[src/rtl/instr_dcd_burst.sv]
// instr_dcd_burst: SPI command decoder with multi-byte words, burst transfers and read prefetch
module instr_dcd_burst #(
  parameter int ADDR_W     = 6,
  parameter int DATA_BYTES = 1
) (
  input  logic                    clk,
  input  logic                    rst,
  input  logic                    frame_end,
  input  logic                    byte_sync,
  input  logic [7:0]              data_in,
  output logic [7:0]              data_out,
  output logic                    read,
  output logic                    write,
  output logic [ADDR_W-1:0]       addr,
  input  logic [8*DATA_BYTES-1:0] data_read,
  output logic [8*DATA_BYTES-1:0] data_write,
  output logic                    active
);
  typedef enum logic [1:0] {S_CMD, S_ADDR, S_DATA, S_RDWAIT} state_t;
  localparam bit LONG = ADDR_W > 6;
  localparam logic [2:0] NB = 3'(DATA_BYTES);
  state_t state, nxt;
  logic rw, inc, rd_d, bs, last;
  logic [1:0] idx;
  logic [2:0] idx_n;
  logic [5:0] hi;
  logic [31:0] shadow, wbuf, wword;
  assign bs = byte_sync && !frame_end;
  assign idx_n = {1'b0, idx} + 3'd1;
  assign last = idx_n == NB;
  always_comb begin
    wword = wbuf;
    wword[{idx, 3'b000} +: 8] = data_in;
  end
  always_comb begin
    nxt = state;
    if (frame_end) nxt = S_CMD;
    else case (state)
      S_CMD:   if (byte_sync) nxt = LONG ? S_ADDR : data_in[7] ? S_DATA : S_RDWAIT;
      S_ADDR:  if (byte_sync) nxt = rw ? S_DATA : S_RDWAIT;
      S_DATA:  if (byte_sync && !rw && last) nxt = S_RDWAIT;
      default: if (rd_d) nxt = S_DATA;
    endcase
  end
  always_ff @(posedge clk) state <= rst ? S_CMD : nxt;
  always_ff @(posedge clk) begin
    if (rst) begin
      read       <= 1'b0;
      write      <= 1'b0;
      rd_d       <= 1'b0;
      active     <= 1'b0;
      addr       <= '0;
      data_out   <= '0;
      data_write <= '0;
      idx        <= '0;
      rw         <= 1'b0;
      inc        <= 1'b0;
      hi         <= '0;
      shadow     <= '0;
      wbuf       <= '0;
    end else begin
      read   <= state == S_RDWAIT && !read && !rd_d && !frame_end;
      rd_d   <= read;
      write  <= bs && state == S_DATA && rw && last;
      active <= frame_end ? 1'b0 : (state == S_CMD && byte_sync) | active;
      if (rd_d) begin
        shadow   <= 32'(data_read);
        data_out <= data_read[7:0];
      end
      if (write) addr <= addr + ADDR_W'(inc);
      if (frame_end) idx <= '0;
      if (bs) case (state)
        S_CMD: begin
          rw   <= data_in[7];
          inc  <= data_in[6];
          hi   <= data_in[5:0];
          addr <= LONG ? ADDR_W'({data_in[5:0], 8'(addr)}) : ADDR_W'(data_in[5:0]);
        end
        S_ADDR: addr <= ADDR_W'({hi, data_in});
        S_DATA: begin
          idx <= last ? 2'd0 : idx_n[1:0];
          if (rw) begin
            wbuf <= wword;
            if (last) data_write <= wword[8*DATA_BYTES-1:0];
          end
          else if (last) addr <= addr + ADDR_W'(inc);
          else data_out <= shadow[{idx_n[1:0], 3'b000} +: 8];
        end
        default: ;
      endcase
    end
  end
endmodule

[config.mk]
export PLATFORM = sky130hd
export DESIGN_NAME = instr_dcd_burst
export DESIGN_NICKNAME = d
export VERILOG_FILES = /design/src/rtl/instr_dcd_burst.sv
export SDC_FILE = /design/constraint.sdc
export NUM_CORES = 1
export LEC_CHECK = 0
export BUFFER_PORTS_ARGS = -buffer_cell sky130_fd_sc_hd__buf_2
export CAP_MARGIN = 20
export CORE_ASPECT_RATIO = 0.8
export CORE_UTILIZATION = 49
export CTS_BUF_LIST = sky130_fd_sc_hd__clkbuf_4 sky130_fd_sc_hd__clkbuf_8 sky130_fd_sc_hd__clkbuf_16
export DETAILED_ROUTE_END_ITERATION = 12
export HOLD_SLACK_MARGIN = 0.12
export PLACE_DENSITY = 0.75
export SLEW_MARGIN = 0
export SYNTH_ARGS = -nofsm -noshare
export SYNTH_HDL_FRONTEND = slang
export SYNTH_SLANG_ARGS = --single-unit
[constraint.sdc]
create_clock -name clk -period 1.6 [get_ports clk]
set_input_delay 0.32 -clock clk [delete_from_list [all_inputs] [get_ports clk]]
set_output_delay 0.32 -clock clk [all_outputs]
set_load 0.02 [all_outputs]
After elaboration in Yosys (flattened, before gate mapping)
Index checks and enable logic that the tools add are counted.
{"block": "op_classes", "add_sub_neg": 3, "eq_ne": 7, "shift": 3, "muxes": 22, "n_bitwise": 1, "n_reduce_logical": 22}
{"op": "$mux 8", "count": 5}
{"op": "$bwmux 32", "count": 1}
{"op": "$shift 8x7->32 const A", "count": 1}
{"op": "$shiftx 32x6->8", "count": 1}
{"op": "$shiftx 8x7->32", "count": 1}
{"op": "$mux 6", "count": 4}
{"op": "$mux 2", "count": 8}
{"op": "$pmux 6 s2", "count": 1}
{"op": "$logic_and 1x1->1", "count": 10}
{"op": "$reduce_and 4->1", "count": 2}
{"op": "$neg 5->7", "count": 1}
{"op": "$add 6x1->6", "count": 1}
{"op": "$ne 2x2->1 const B", "count": 3}
{"op": "$pmux 2 s3", "count": 1}
{"op": "$eq 2x2->1 const B", "count": 2}
{"op": "$logic_not 1->1", "count": 4}
{"op": "$reduce_bool 4->1", "count": 1}
{"op": "$reduce_or 2->1", "count": 2}
{"op": "$add 2x1->3 const B", "count": 1}
{"op": "$eq 3x1->1 const B", "count": 1}
{"op": "$reduce_and 3->1", "count": 1}
{"op": "$eq 2x1->1 const B", "count": 1}
{"op": "$logic_not 2->1", "count": 1}
{"op": "$mux 1", "count": 2}
{"op": "other kinds (2)", "count": 2}
{"block": "totals", "register_bits": 72, "inputBits": 20, "output_inout_bits": 25, "wordCells": 71}

Logic depth before layout (Yosys ltp)
{"block": "depth", "ltp_word": 6, "depth_mapped": 8, "mapped_depth_nobuf": 6}

Worst setup path after synthesis
OpenSTA, ideal clock, no wires.
{"block": "synth_timing", "path_type": "register to register", "start": "register addr[0]", "end": "register addr[1]", "setup_time_ns": 0.128, "t_arrival_ns": 1.655, "required_ns": 1.472, "setup_slack_ns": -0.183, "stages_incl_launch_ff": 7, "n_path_buf": 0, "synth_period_minus_slack_ns": 1.783, "path_cell_list": "dfxtp_1 ha_1 ha_1 mux2_2 mux2_2 a222oi_1 nor2_1"}
{"block": "synth_between", "elab_chain_cells": 6}
{"item": "start, declared", "line": "14", "text": "output logic [ADDR_W-1:0] addr,"}
{"item": "start signal, assigned", "line": "70", "text": "if (write) addr <= addr + ADDR_W'(inc);"}
{"item": "start signal, assigned", "line": "77", "text": "addr <= LONG ? ADDR_W'({data_in[5:0], 8'(addr)}) : ADDR_W'(data_in[5:0]);"}
{"item": "start signal, assigned", "line": "79", "text": "S_ADDR: addr <= ADDR_W'({hi, data_in});"}
{"item": "$add 6x1->6 *", "line": "70, 86"}
{"item": "$mux 6", "line": "70"}
{"item": "$mux 6", "line": "86", "text": "else if (last) addr <= addr + ADDR_W'(inc);"}
{"item": "$mux 6", "line": "82", "text": "if (rw) begin"}
{"item": "$pmux 6 s2", "line": "72", "text": "if (bs) case (state)"}
{"item": "$mux 6 *", "line": "72"}
Every way passes the cells marked *; elsewhere a longest branch is shown, timed or not.
A chain may end at the register's enable or synchronous reset.

Final worst setup path
Same ends and word-level chain as after synthesis.

==> flow_summary.ini <==
[status]
status = complete, but fails checks
violations = negative setup slack

[routing]
viasPerCell = 5.62
firstDrtPassIters = 5
drt-wirelength-per-cell_um = 14.5
via_count = 2067
m1WireLength_mm = 2.43
ant_nets = 0
drc_errors = 0
top_layer = met4
drtIter0Drc = 178
met3_length_um = 349
drt-total-wl_mm = 5.35
wl_met2_mm = 2.50

[timing]
whs_ns = 0.271
period_needed_ns = 1.65
setup_viol = 1
finalHoldViolCount = 0
slew_viol_final = 0
fmaxAchievable_mhz = 607
relSlewSlack_pct = 81.0
setup_ws_ns = -0.0466
finalCritPeriodShare_pct = 103
worstMarginPinSlew_ns = 0.284
finalClockSkew_ns = 0.00698
grt_setup_unrepaired = true

[global_route]
grt_antenna_before_repair = 0
first_global_vias = 1911
grt_usage_pct = 22.8
grt.overflow.total = 0
grt_pass1_wl_mm = 8.96
grt_max_degree = 23

[final_layout]
drive_above_1_share_pct = 36.7
fin_util_pct = 66.9
mostFrequentLayoutCells = 44 x buf_2, 43 x dfxtp_1, 34 x nor2_1
nets = 336
antenna_cells = 0
fill_cells = 364
design_area_sq_mm = 0.00290
syn2layout_area_growth_pct = 26.5
mostFrequentLayoutCell = buf_2

[pwr]
p_total_uw = 2130
irDropWorstVdd_uv = 566
leakage_uw = 0.00113
power_density_mw_per_mm2 = 734

[synth]
synthArstFlopShare_pct = 0
avgSynthCellArea_sq_um = 9.14
ys_seq_area_share_pct = 41.9
synth_edf_count = 0
synth_warnings = 0
netlist_instances = 251
synthFlopType = dfxtp_1
synth_nets = 276
synth_seq_cells = 48
synth_area_leader_cell = dfxtp_1
synth.area.top_cells = dfxtp_1 42%, mux2_2 5.9%, nor2_1 5.6%
ys_types = 45
synth_top_area_share_pct = 41.9
synth_area_sq_mm = 0.00229

[worst_setup_path]
crit_path_end_kind = flip-flop
slowest_stage = dfxtp_4
cp.arrival_ns = 1.83
max_stage_delay_ns = 0.36
r2r_setup_slack_ns = -0.05
start_kind = flip-flop
worstSetupPathType = flip-flop to flip-flop
worstPathBufferInverterCount = 0
crit_family = multiplexers
required_ns = 1.79
crit_chain = ha_4 -> ha_4 -> mux2_4 -> mux2_4 -> a222oi_1 -> nor2_1
critPathMaxFanout = 3

[die]
dieWidth_um = 78.5
die_h_um = 63.2
core_sq_mm = 0.00434
fp-row-count = 21
dieArea_sq_mm = 0.00496
floorplan.initialDensity_pct = 52.9
io-pin-count = 45

[clocking]
htreeDepth = 2
cts.hold.buffers_added = 0
clk_pin_slew_ns = 0.08
cts_tree = yes
cts_sinks = 48
cts_buffer_depth = 2
clock_latency_ns = 0.30
root_buffer = clkbuf_8
cts_buffers = 5

[placement]
port-buffer-count = 44
dpl-instance-area_sq_mm = 0.00272
gp_congestion = 0.819
place_hpwl_mm = 3.84

[worst_hold_path]
hp-class = input port to flip-flop

[job]
drv_cap = 0
## state kept, by name, summed over array words and instances (netlist names)
register and flops:
read 1, data_out 8, rd_d 1, wbuf 8, shadow 8, addr 6
rw 1, inc 1, state 2, active 1, write 1, data_write 8
idx 2
## cell usage after synthesis, drive strengths merged, types with 3 or more instances
library cell / instances
buf: 10
clkbuf: 8
and2: 4
a21oi: 23
mux2i: 11
nand2: 13
nor2b: 10
nor3: 7
dfxtp: 48
inv: 4
nand3: 9
mux2: 12
nor2: 35
nand4: 3
xnor2: 3
ha: 5
a211oi: 17
or3: 4
## what timing repair did
| action | 4_1_cts | 5_1_grt |
|---|---|---|
| resized for setup | 12 | 11 |
| setup endpoints to repair | 29 | 29 |
| pin swaps | 11 | 8 |
| setup buffers | 0 | 2 |
## cell families (layout without fill, tap and decap cells)
| group | count (synthesis) | in the layout | synth area share [%] |
|---|---|---|---|
| flip-flops | 48 | 48 | 41.9 |
| AO/OA/AOI/OAI | 54 | 54 | 16.2 |
| buffers and inverters | 22 | 82 | 5.73 |
| adder cells (fa/ha/maj) | 5 | 5 | 2.73 |
| multiplexers | 23 | 23 | 10.7 |
| XOR/XNOR | 5 | 5 | 1.91 |
| AND/OR/NAND/NOR | 94 | 94 | 20.8 |
## final cells by class
type / instances / area (sq um) / area share (%)
clock buffer: 6 / 76.3 / 2.63
timing repair buffer: 71 / 455 / 15.7
inverter: 4 / 22.5 / 0.777
multi-input combinational: 181 / 1300 / 44.7
clock inverter: 1 / 5.00 / 0.173
sequential: 48 / 972 / 33.5
tap: 57 / 71.3 / 2.46
## metrics by stage
step | TNS (ns) | std cells | setup slack (ns)
floorplan | -0.144 | 251 | -0.0534
global placement | -0.0516 | 359 | -0.0516
detailed placement | -1.05 | 359 | -0.106
CTS | -0.0471 | 366 | -0.0471
global route | -0.141 | 368 | -0.0966
finish | -0.0466 | 368 | -0.0466
## worst min-delay path: stages
cell     delay (ns)
buf_2          0.08
mux2i_1        0.06
nor2_1         0.07
## metal layers
| layer | global-route usage [%] | up-vias |
|---|---|---|
| met5 | 0 | - |
| li1 | - | 1011 |
| met1 | 31.3 | 974 |
| met4 | 7.18 | 0 |
| met3 | 3.91 | 9 |
| met2 | 36.4 | 73 |
## final timing paths
kind,depth (start not counted),end,startpoint
setup / recovery,6,addr[1],addr[0]
hold / removal,3,shadow[3],data_read[3]
setup reg to reg,6,addr[1],addr[0]
hold reg to reg,1,read,read
## power by group
| group | total (uW) | internal, uW | switching, uW |
|---|---|---|---|
| sequential | 1230 | 1210 | 17.5 |
| combinational | 208 | 94.1 | 114 |
| clock | 695 | 315 | 381 |
| total | 2130 | 1620 | 512 |
(Power assumes the default switching activity.)
